===== src/rtl/piso_serializer_pkg.sv =====
// Shared definitions for the serial shift link.
// State encodings and the link width common with the SIPO side.
package piso_serializer_pkg;

  localparam logic [0:0] ST_IDLE  = 1'b0;
  localparam logic [0:0] ST_SHIFT = 1'b1;

  localparam int LINK_WIDTH = 4;

endpackage


===== src/rtl/piso_serializer.sv =====
// Parallel-in/serial-out serializer, transmit side of the shift link.
// Takes a word on valid/ready and emits one qualified bit per clock.
module piso_serializer
  import piso_serializer_pkg::*;
#(
  parameter int WIDTH     = LINK_WIDTH,
  parameter bit MSB_FIRST = 1'b1
) (
  input  logic             clk,
  input  logic             reset,
  input  logic [WIDTH-1:0] parallel_in,
  input  logic             load_valid,
  output logic             load_ready,
  output logic             serial_out,
  output logic             serial_valid,
  output logic             frame_done,
  output logic             busy
);

  localparam int CW = (WIDTH > 1) ? $clog2(WIDTH) : 1;
  localparam logic [CW-1:0] LAST = CW'(WIDTH - 1);

  logic [0:0]       state;
  logic [CW-1:0]    bit_cnt;
  logic [WIDTH-1:0] shift_reg;
  logic [WIDTH-1:0] shifted;
  logic             in_shift;
  logic             last_bit;
  logic             accept;
  logic             head_bit;

  assign in_shift = (state == ST_SHIFT);
  assign last_bit = in_shift & (bit_cnt == LAST);
  // Ready on the last bit lets words run back to back
  assign load_ready = ~in_shift | last_bit;
  assign accept     = load_valid & load_ready;

  generate
    if (MSB_FIRST) begin : g_msb
      assign head_bit = shift_reg[WIDTH-1];
      assign shifted  = {shift_reg[WIDTH-2:0], 1'b0};
    end else begin : g_lsb
      assign head_bit = shift_reg[0];
      assign shifted  = {1'b0, shift_reg[WIDTH-1:1]};
    end
  endgenerate

  assign serial_out   = in_shift & head_bit;
  assign serial_valid = in_shift;
  assign busy         = in_shift;
  assign frame_done   = last_bit;

  always_ff @(posedge clk) begin
    if (reset) begin
      state     <= ST_IDLE;
      bit_cnt   <= '0;
      shift_reg <= '0;
    end else if (accept) begin
      state     <= ST_SHIFT;
      bit_cnt   <= '0;
      shift_reg <= parallel_in;
    end else if (in_shift) begin
      shift_reg <= shifted;
      if (last_bit) begin
        state   <= ST_IDLE;
        bit_cnt <= '0;
      end else begin
        bit_cnt <= bit_cnt + CW'(1);
      end
    end
  end

endmodule


===== config.mk =====
export PLATFORM = sky130hd
export DESIGN_NAME = piso_serializer
export DESIGN_NICKNAME = d
export VERILOG_FILES = /design/src/rtl/piso_serializer_pkg.sv /design/src/rtl/piso_serializer.sv
export SDC_FILE = /design/constraint.sdc
export NUM_CORES = 1
export LEC_CHECK = 0
export CAP_MARGIN = 15
export CORE_AREA = 2 2 39 41
export DETAILED_ROUTE_END_ITERATION = 10
export DIE_AREA = 0 0 41 43
export SLEW_MARGIN = 10
export SYNTH_ARGS = -nofsm -noshare
export SYNTH_HDL_FRONTEND = slang
export SYNTH_SLANG_ARGS = --single-unit
export TNS_END_PERCENT = 20

===== constraint.sdc =====
create_clock -name clk -period 1.6 [get_ports clk]
set_input_delay 0.4 -clock clk [delete_from_list [all_inputs] [get_ports clk]]
set_output_delay 0.4 -clock clk [all_outputs]
set_load 0.1 [all_outputs]

==> metrics.txt <==
status=complete, no violations; Slew Limit Fails=0; minimum clock period=1.54 ns; Die Span Y=43 um; Multi-input gate area=209 um^2; share of the synthesized area in the top cell type=0.376; Reg2Reg Setup Slack=0.44 ns; startpoint types=flop; relative slew slack=0.807; PwrDens=866 nW/um^2; initial core utilization=0.269; sequential fraction of the synthesis area=0.376; Reg clk slew, reported paths=0.05 ns; crit path max-delay cell type=dfxtp_1; CTS Buf Count=3; vias in the first global route=306; CTS Sinks=7; worst endpoint required time=1.20 ns; clk_lat worst skew=0.25 ns; total number of vias=318; Final Power=507 uW; dpl ws=0.00745 ns; Root Driver=clkbuf_4; TNS Setup=0 ns; Max Fanout on Critical Path=5; drt initial violations=6; Mean Syn Cell Area=9.81 um^2; WP data arrival=1.14 ns; leading area contributor after synthesis=dfxtp_1; fmax=651 MHz; Cell Area, Synth=373 um^2; clock buffer depth=2; diode count=0; grt total ovfl=0; final WL=797 um; Slew @ Worst Pin=0.288 ns; endpoint class of the critical path=output port; FF+latch count, synth=7; Buf/Inv on CP=2; Placeable Area=1380 um^2; cell family with most CP delay=flip-flops; Setup Crit Path Kind=reg -> out; RSZ-0062 raised after global routing=no; crit-path cells=ha_4 -> nor2b_4 -> inv_4 -> buf_12; main area contributors after synthesis=dfxtp_1, a211oi_1, buf_6, mux2i_1, nor2_1; slowest stage delay, CP=0.34 ns; Reg area=141 um^2; die width=41 um; setup ws final=0.0636 ns; Synth warnings=0; Die Footprint=1760 um^2; initial antenna violation count=0; max reg flops=4; Mapped Cells=38; Post-Synthesis Net Count=46; maximum VDD drop=0.000507 V; share of layout cells above drive strength 1=0.377; DR DRC count=0; LEAKAGE=0.000221 uW; DR pass1 iterations=4; number of nets in the layout=62; Fin. Hold Viols=0; max_cap viols=0; final worst-path cycle share=0.960; count of hold-fix buffers inserted at cts=0; routability congestion estimate=0.763; Distinct cells, synth=19; Fillers=134; Hold Crit Class=reg -> reg; I/O pin count=12; first-pass GRT wire length=1290 um; port bufs=11; H-tree Lvls=1; routed len/inst=11.6 um; number of endpoints failing setup at the final stage=0; TritonCTS clock tree=yes; largest net degree at the start of global routing=9; Rows=14; clock skew=0.00231 ns; Antenna Violating Nets Remaining=0; gr usage total=0.116; area grow syn2layout=57.0%; Post-DP HPWL=541 um; via density per instance=4.61
[logic make-up (layout without fill, tap and decap cells)]
kind of cell / after synthesis / in the layout / share of synthesized area
and+or+nand+nor: 18 / 18 / 0.295
muxes: 2 / 2 / 0.0537
DFF: 7 / 7 / 0.376
adders and majority gates: 1 / 1 / 0.0336
buffers and inverters: 4 / 19 / 0.0973
AOI/OAI and AO/OA: 6 / 6 / 0.144
[per-stage QoR]
stage          cells  hold WS, ns  instance area [um^2]  utilization
3_3_place_gp      64        0.476                   539        0.390
2_1_floorplan     38        0.455                   374            -
4_1_cts           69        0.501                   576        0.416
6_report          69        0.510                   586        0.423
5_1_grt           69        0.548                   586        0.423
3_5_place_dp      64        0.487                   539        0.390
[cell type report]
class                      instances  share of cell area
inverter                           1              0.0107
multi-input combinational         27               0.357
timing repair buffer              14               0.312
clock buffer                       4              0.0449
sequential                         7               0.241
tap                               16              0.0342
[layout by cell type (no fill, tap or decap), types with 2 or more instances in the layout]
cell | Yosys | layout
a211oi_1 | 4 | 4
and2_2 | 2 | 2
buf_12 | 0 | 5
buf_4 | 1 | 3
clkbuf_4 | 0 | 3
clkdlybuf4s50_1 | 0 | 6
dfxtp_1 | 7 | 6
mux2i_1 | 2 | 2
nor2_1 | 5 | 5
nor3_1 | 2 | 2
nor3b_1 | 2 | 2
nor4_1 | 2 | 2
[tightest hold or removal path, delay by kind of cell, from the launching register on]
kind	cells	cell delay, ns
DFF	1	0.34
and+or+nand+nor	1	0.08
AOI/OAI and AO/OA	1	0.06
[layer usage]
layer	share of wire	up-vias	GRT usage
met3	0.060	2	0.0471
met1	0.46	137	0.129
met5	0	-	0
li1	-	168	-
met4	0.011	0	0.100
met2	0.47	11	0.159
[synthesized netlist by cell type]
| cell | count |
|---|---|
| buf_4 | 1 |
| nand2_1 | 1 |
| and2_2 | 2 |
| nor3_1 | 2 |
| a32oi_1 | 1 |
| a211oi_1 | 4 |
| nor2b_1 | 1 |
| nor3b_1 | 2 |
| ha_1 | 1 |
| buf_6 | 2 |
| a2111oi_2 | 1 |
| nor4_1 | 2 |
| nor2_1 | 5 |
| inv_4 | 1 |
| nor2b_4 | 1 |
| dfxtp_1 | 7 |
| mux2i_1 | 2 |
| nor2_2 | 1 |
| nor2b_2 | 1 |
[report_power, final]
part | total, uW | leakage (uW) | internal [uW] | switching, uW
combinational | 151 | 0.000148 | 66.7 | 84.5
clock | 157 | 0.0000150 | 94.9 | 61.6
sequential | 199 | 0.0000580 | 187 | 11.9
total | 507 | 0.000221 | 349 | 158
[worst paths after layout]
kind	cells past startpoint	to	start
worst max-delay path	4	load_ready	bit_cnt[0]
worst min-delay path	2	shift_reg[0]	shift_reg[0]
worst max register to register	5	shift_reg[3]	bit_cnt[0]
worst min register to register	2	shift_reg[0]	shift_reg[0]
[repair_timing]
item                                    in CTS  in global routing
setup buffers                                1                  0
resized for setup                            1                  1
gates cloned                                 0                  0
hold endpoints to repair                     0                  0
endpoints found under the setup margin       2                  2
pin swaps                                    0                  1
No activity file was read; power rests on OpenSTA's default activity.
